**config.mk**
```make
export PLATFORM = sky130hd
export DESIGN_NAME = router_output_arbiter
export DESIGN_NICKNAME = d
export VERILOG_FILES = /design/src/rtl/router_pkg.sv /design/src/rtl/rr_arbiter.sv /design/src/rtl/router_output_arbiter.sv
export SDC_FILE = /design/constraint.sdc
export NUM_CORES = 1
export LEC_CHECK = 0
export CORE_UTILIZATION = 43
export DETAILED_ROUTE_END_ITERATION = 12
export GPL_TIMING_DRIVEN = 0
export PLACE_DENSITY_LB_ADDON = 0.25
export SETUP_SLACK_MARGIN = 0.1
export SYNTH_ARGS = -nofsm -noshare
export SYNTH_HDL_FRONTEND = slang
export SYNTH_SLANG_ARGS = --single-unit
export TNS_END_PERCENT = 30
```
**constraint.sdc**
```tcl
create_clock -name clock -period 3.44 [get_ports clock]
set_input_delay 0.516 -clock clock [delete_from_list [all_inputs] [get_ports clock]]
set_output_delay 0.516 -clock clock [all_outputs]
set_load 0.02 [all_outputs]
```
**src/rtl/router_pkg.sv**
```systemverilog
// Shared types and constants for the mesh router output arbiter.
package router_pkg;

  localparam int NPORTS_DEFAULT     = 5;
  localparam int FLIT_WIDTH_DEFAULT = 16;

  // Input buffer indices as seen by every output arbiter
  localparam int EAST  = 0;
  localparam int WEST  = 1;
  localparam int NORTH = 2;
  localparam int SOUTH = 3;
  localparam int LOCAL = 4;

  typedef logic [FLIT_WIDTH_DEFAULT-1:0] flit_t;

  typedef enum logic [1:0] {
    IDLE    = 2'd0,
    HEADER  = 2'd1,
    SIZE    = 2'd2,
    PAYLOAD = 2'd3
  } arb_state_t;

  // Round-robin successor of idx among n ports, wrapping n-1 back to 0
  function automatic int rr_next(input int idx, input int n);
    return (idx + 1 >= n) ? 0 : idx + 1;
  endfunction

endpackage

```
**src/rtl/rr_arbiter.sv**
```systemverilog
// Combinational round-robin picker: first requester at or after ptr wins.
module rr_arbiter #(
  parameter int N = 5
) (
  input  logic [N-1:0]                   req,
  input  logic [$clog2(N > 1 ? N : 2)-1:0] ptr,
  output logic [N-1:0]                   gnt
);

  int   idx;
  logic found;

  // Scan the request vector circularly starting at the pointer
  always_comb begin
    gnt   = '0;
    found = 1'b0;
    idx   = 0;
    for (int k = 0; k < N; k++) begin
      idx = int'(ptr) + k;
      if (idx >= N) idx = idx - N;
      if (!found && req[idx]) begin
        gnt[idx] = 1'b1;
        found    = 1'b1;
      end
    end
  end

endmodule

```
**src/rtl/router_output_arbiter.sv**
```systemverilog
// Output-port packet scheduler: round-robin arbitration, grant held for a
// whole wormhole packet (header, size, then `size` payload flits).
module router_output_arbiter
  import router_pkg::*;
#(
  parameter int NPORTS     = NPORTS_DEFAULT,
  parameter int FLIT_WIDTH = FLIT_WIDTH_DEFAULT
) (
  input  logic                         clock,
  input  logic                         reset,
  input  logic [NPORTS-1:0]            req_i,
  input  logic [NPORTS*FLIT_WIDTH-1:0] data_i,
  output logic [NPORTS-1:0]            ack_o,
  input  logic                         credit_i,
  output logic                         tx_o,
  output logic [FLIT_WIDTH-1:0]        data_o,
  output logic [NPORTS-1:0]            grant_o,
  output logic                         busy_o
);

  localparam int PW = $clog2(NPORTS > 1 ? NPORTS : 2);

  // Payload counter decrement that sticks at zero instead of wrapping
  function automatic logic [FLIT_WIDTH-1:0] sat_dec(input logic [FLIT_WIDTH-1:0] v);
    return (v == '0) ? v : v - 1'b1;
  endfunction

  arb_state_t            state;
  logic [NPORTS-1:0]     grant;
  logic [PW-1:0]         ptr;
  logic [FLIT_WIDTH-1:0] cnt;

  logic [NPORTS-1:0]     win;
  logic [PW-1:0]         ptr_nxt;
  logic [FLIT_WIDTH-1:0] sel_data;
  logic                  sel_req;
  logic                  xfer;

  rr_arbiter #(.N(NPORTS)) u_rr (
    .req (req_i),
    .ptr (ptr),
    .gnt (win)
  );

  // Route the granted buffer's request and flit onto the output side
  always_comb begin
    sel_data = '0;
    sel_req  = 1'b0;
    for (int i = 0; i < NPORTS; i++) begin
      if (grant[i]) begin
        sel_data = sel_data | data_i[i*FLIT_WIDTH +: FLIT_WIDTH];
        sel_req  = sel_req | req_i[i];
      end
    end
  end

  // Pointer value to store if the current arbitration winner is granted
  always_comb begin
    ptr_nxt = '0;
    for (int i = 0; i < NPORTS; i++) begin
      if (win[i]) ptr_nxt = PW'(rr_next(i, NPORTS));
    end
  end

  // A flit moves only while a packet owns the channel, the owner has a
  // flit and downstream has a credit; reset suppresses any movement.
  assign xfer    = (state != IDLE) && sel_req && credit_i && !reset;
  assign ack_o   = xfer ? grant : '0;
  assign tx_o    = xfer;
  assign data_o  = xfer ? sel_data : '0;
  assign grant_o = grant;
  assign busy_o  = (state != IDLE) && !reset;

  // Packet FSM: arbitrate in IDLE, then walk header/size/payload on transfers
  always_ff @(posedge clock) begin
    if (reset) begin
      state <= IDLE;
      grant <= '0;
      ptr   <= '0;
      cnt   <= '0;
    end else begin
      case (state)
        IDLE: begin
          if (|req_i) begin
            grant <= win;
            ptr   <= ptr_nxt;
            state <= HEADER;
          end
        end
        HEADER: begin
          if (xfer) state <= SIZE;
        end
        SIZE: begin
          if (xfer) begin
            cnt <= sel_data;
            if (sel_data == '0) begin
              state <= IDLE;
              grant <= '0;
            end else begin
              state <= PAYLOAD;
            end
          end
        end
        PAYLOAD: begin
          if (xfer) begin
            cnt <= sat_dec(cnt);
            if (cnt == {{(FLIT_WIDTH-1){1'b0}}, 1'b1}) begin
              state <= IDLE;
              grant <= '0;
            end
          end
        end
        default: begin
          state <= IDLE;
          grant <= '0;
        end
      endcase
    end
  end

endmodule

```
==> results of run 1 <==
-- final timing paths --
path | to | start | cells after the start | slack [ns]
setup reg to reg | ptr[0] | ptr[1] | 13 | -0.003
hold / removal | cnt[6] | cnt[6] | 2 | 0.46
setup / recovery | ptr[0] | ptr[1] | 13 | -0.003
hold reg to reg | cnt[6] | cnt[6] | 2 | 0.46
-- layout by cell type, fill, tap and decap left out, types with 5 or more instances in the layout --
| master | n |
|---|---|
| nand2_1 | 51 |
| or3_1 | 5 |
| clkdlybuf4s50_1 | 102 |
| ha_4 | 7 |
| a221oi_1 | 6 |
| nor2_1 | 40 |
| o22ai_1 | 9 |
| inv_1 | 21 |
| mux2i_1 | 7 |
| a32o_1 | 5 |
| o211ai_1 | 6 |
| nand2b_1 | 8 |
| buf_2 | 8 |
| nor3_1 | 21 |
| a211oi_1 | 10 |
| clkbuf_1 | 17 |
| a31oi_1 | 5 |
| ha_1 | 15 |
| buf_4 | 25 |
| dfxtp_1 | 23 |
| a222oi_1 | 17 |
| buf_6 | 5 |
| dlygate4sd2_1 | 11 |
| a22oi_1 | 18 |
| and2_1 | 9 |
| clkbuf_8 | 5 |
| nand3_1 | 13 |
| o21ai_0 | 26 |
| a21oi_1 | 41 |
-- metal layers --
metal | track usage, % | up-vias
met5 | 0 | -
met4 | 5.00 | 0
met3 | 6.55 | 38
met2 | 51.3 | 256
met1 | 48.5 | 2349
li1 | - | 2302
-- Yosys cell counts, types with 6 or more instances --
library cell	instances
nand2_1	54
a21oi_1	42
nor2_1	40
o21ai_0	27
clkbuf_1	26
dfxtp_1	26
inv_1	23
ha_1	22
nor3_1	21
a22oi_1	18
a222oi_1	17
nand3_1	14
a211oi_1	10
buf_2	10
nand2b_1	10
o22ai_1	10
and2_1	9
mux2i_1	7
a221oi_1	6
a31oi_1	6
a32o_1	6
nor4_1	6
o211ai_1	6
o31ai_1	6
-- worst register-to-register path, stage by stage, from the launching register on --
cell and delay [ns]:
dfxtp_4 0.39, clkbuf_16 0.14, clkinvlp_4 0.19, buf_12 0.20
ha_4 0.25, a21bo_2 0.26, a32o_2 0.30, a221o_1 0.37
a211oi_2 0.28, a21boi_4 0.30, nand2_2 0.12, o211ai_1 0.27
o211ai_1 0.16, a21oi_1 0.15
-- kinds of logic (layout without fill, tap and decap cells) --
group	count (synthesis)	in the layout
XOR/XNOR	2	2
adder cells (fa/ha/maj)	23	23
multiplexers	11	11
AO/OA/AOI/OAI	199	199
AND/OR/NAND/NOR	191	191
flip-flops	26	26
buffers and inverters	69	214
-- sequential cells by signal (all words and copies together) (netlist names) --
name and cells:
grant_o 5, cnt 16, state 2, ptr 3
-- power groups by stage --
stage | logic (mW) | registers (mW) | clock network [mW]
final | 2.68 | 0.361 | 0.203
after floorplan | 1.43 | 0.381 | 0
after global routing | 2.86 | 0.363 | 0.219
after detailed placement | 2.05 | 0.370 | 0
after CTS | 2.28 | 0.357 | 0.205
after global placement | 2.03 | 0.368 | 0
-- stage by stage --
stage               hold WS [ns]  cells  setup TNS (ns)  util (%)  instance area [µm²]
floorplan                  0.427    521               0         -                 3710
global placement           0.439    740          -10.81      60.6                 4980
detailed placement         0.449    740          -11.13      60.6                 4980
CTS                        0.466    755               0      64.5                 5300
global route               0.488    771          -0.245      69.1                 5680
finish                     0.463    771        -0.00338      69.1                 5680
-- what timing repair did --
action	in CTS	in global routing
pin swaps	7	23
resized for setup	49	50
endpoints found under the setup margin	30	28
setup buffers	12	16
hold buffers	0	0
-- area by class of cell --
class,count,area share (%)
Multi-Input combinational cell,426,56.8
Timing Repair Buffer,142,24.0
Sequential cell,26,9.33
Buffer,42,4.70
Tap cell,105,2.31
Inverter,26,1.90
Clock buffer,4,0.970
==> PnR_summary.wiki, run 1 <==
{| class="wikitable"
! Metric !! Value
|-
| Critical Path Max Stage Delay || around 0.4 ns
|-
| Cell count after synthesis || between 500 and 600
|-
| Weighted congestion reported at the end of routability-driven placement || roughly 0.96
|-
| Seq cells post-synth || 26
|-
| Nature of the critical path endpoint || flip-flop
|-
| Setup slack of the critical path after layout || -0.00338 ns
|-
| Sw Share || about half
|-
| Detailed router's first-iteration violation count || 409
|-
| Synthesized-area fraction occupied by and/or/nand/nor cells || 26.5%
|-
| Syn. warnings || 0
|-
| Proportion of synthesized flip-flops having asynchronous set or reset || 0%
|-
| Vertical extent of the die || 94.2 µm
|-
| Highest routing layer actually used || met4
|-
| WL/cell || just over 20 µm
|-
| Total power per unit cell area || 572 mW/mm²
|-
| Final Max Slew Viols || 0
|-
| Total global routing overflow || 0
|-
| Remaining DRCs || 0
|-
| Total length of routed wires || around 16 mm
|-
| Required time reported for the critical path endpoint || around 3.6 ns
|-
| 1st-pass router iterations || 5
|-
| Combinational family with the most area after synthesis || compound AO/OA/AOI/OAI gates
|-
| Combined flip-flop and latch cell area || 529 µm²
|-
| Transition time of the tightest slew-check pin || 0.623 ns
|-
| Port Buffer Count || 114
|-
| Clock tree skew after final layout || between 0.005 and 0.006 ns
|-
| Adder-cell area share of the yosys netlist || about 8%
|-
| Cell with the biggest individual delay on the critical path || dfxtp_4
|-
| Count of flip-flops with a built-in enable after synthesis || 0
|-
| Mean post-synth cell area || between 7 and 8 µm²
|-
| Total standard cell area after synthesis || between 0.003 and 0.004 mm²
|-
| Compound-cell area share of the yosys netlist || between 30% and 40%
|-
| Total setup violations reported at the end of the flow || 1
|-
| Crit-path most repeated cell || o211ai_1
|-
| Length of routed met2 wiring || between 7 and 8 mm
|-
| Unrepaired setup endpoints after global routing || true
|-
| Number of unique standard cell types used by synthesis || 79
|-
| Share of final-layout standard cells stronger than drive strength 1 || roughly 18%
|-
| Max-slew headroom at the worst pin || between 50% and 60%
|-
| Total core area || ~0.0082 mm²
|-
| Clock group share of total power || about 6.2%
|-
| Internal power || ~1.6 mW
|-
| Switching power summed over all nets || roughly 1.6 mW
|-
| Total nets after synthesis || between 600 and 700
|-
| Proportion of synthesized chip area in sequential cells || between 10% and 20%
|-
| Worst-case setup slack after placement || -0.659 ns
|-
| Number of buffers and inverters on the critical path || 3
|-
| Leakage power figure || ~2.2 nW
|-
| Synthesized-area fraction occupied by xor and xnor cells || 0.479%
|-
| Die area || between 0.008 and 0.009 mm²
|-
| Relative contribution of sequential cells to total power || 11.1%
|-
| Total power || 3.25 mW
|-
| Largest net degree at the start of global routing || 15
|-
| Routed metal-1 wirelength || 6.94 mm
|-
| Max Buffers Root-to-Sink || 2
|-
| Leading post-synthesis cells by cell area || dfxtp_1, ha_1, a21oi_1
|-
| Area taken by multi-input logic gates || around 0.0032 mm²
|-
| Fill cell instance count of the final layout || 708
|-
| Final nets || between 700 and 800
|-
| Largest delay share family, worst path || compound AO/OA/AOI/OAI gates
|-
| Final antenna-violating net count || 0
|-
| Library cell occupying the most area in the post-synthesis netlist || dfxtp_1
|-
| Cell row count || 33
|-
| Max Cap Violations || 0
|-
| Via count of the first global-routing pass || ~4300
|-
| Number of antenna violations at the first check in global routing || 0
|-
| Final min period || about 3.4 ns
|-
| Root buf cell || clkbuf_8
|-
| Fraction of power consumed by combinational cells || 82.6%
|-
| P&R area growth vs syn || 55.3%
|-
| Startpoint kind of the worst setup timing path || flip-flop
|-
| Arrival time worst endpoint || approximately 3.6 ns
|-
| Largest vdd supply drop || 0.243 mV
|-
| Global-route wire length before repair || roughly 23 mm
|-
| Initial Utilization || around 44%
|-
| Min-delay worst type || flip-flop to flip-flop
|-
| Total CTS buffers || 3
|-
| Cells traversed along the worst timing path || clkbuf_16, clkinvlp_4, buf_12, ha_4, a21bo_2, a32o_2, a221o_1, a211oi_2, a21boi_4, nand2_2, o211ai_1, o211ai_1, a21oi_1
|-
| Violations in the final reports || negative setup slack
|-
| Detailed Place HPWL || 11.3 mm
|-
| Top Ports || approximately 120
|-
| Mux share of post-synthesis cell area || about 3.5%
|-
| Sink count of the clock tree || 26
|-
| Final Hold Fails || 0
|-
| CTS tree || built
|-
| Met3 routed WL || between 1 and 1.5 mm
|-
| Area share of the leading cell type in the synthesized netlist || 14.2%
|-
| Source-to-sink clock delay at the later pin of the worst-skew pair || around 0.27 ns
|-
| Critical path start-end classification || flip-flop to flip-flop
|-
| Top FF cell, synth || dfxtp_1
|-
| CTS H-tree depth || 1
|-
| Largest driver fanout on the critical path || 5
|-
| Total routing usage reported by global routing || between 30% and 40%
|-
| Clock-pin slew on the worst setup and hold paths || about 0.09 ns
|-
| Run status || finished, violations left
|-
| Inserted Diodes || 0
|-
| Peak clock frequency supported by timing || around 290 MHz
|-
| Post-route clock period utilization || 100%
|-
| Via/cell ratio || ~6.4
|-
| Die Wd || 94.2 µm
|-
| Total via count after detailed routing || ~4900
|}
(Power assumes the default switching activity.)
==> run 2: changes to the inputs <==
Settings changed: CAP_MARGIN set to 10, SLEW_MARGIN set to 20.
==> results of run 2 <==
Final layout, timing and power as in run 1 (identical DEF).
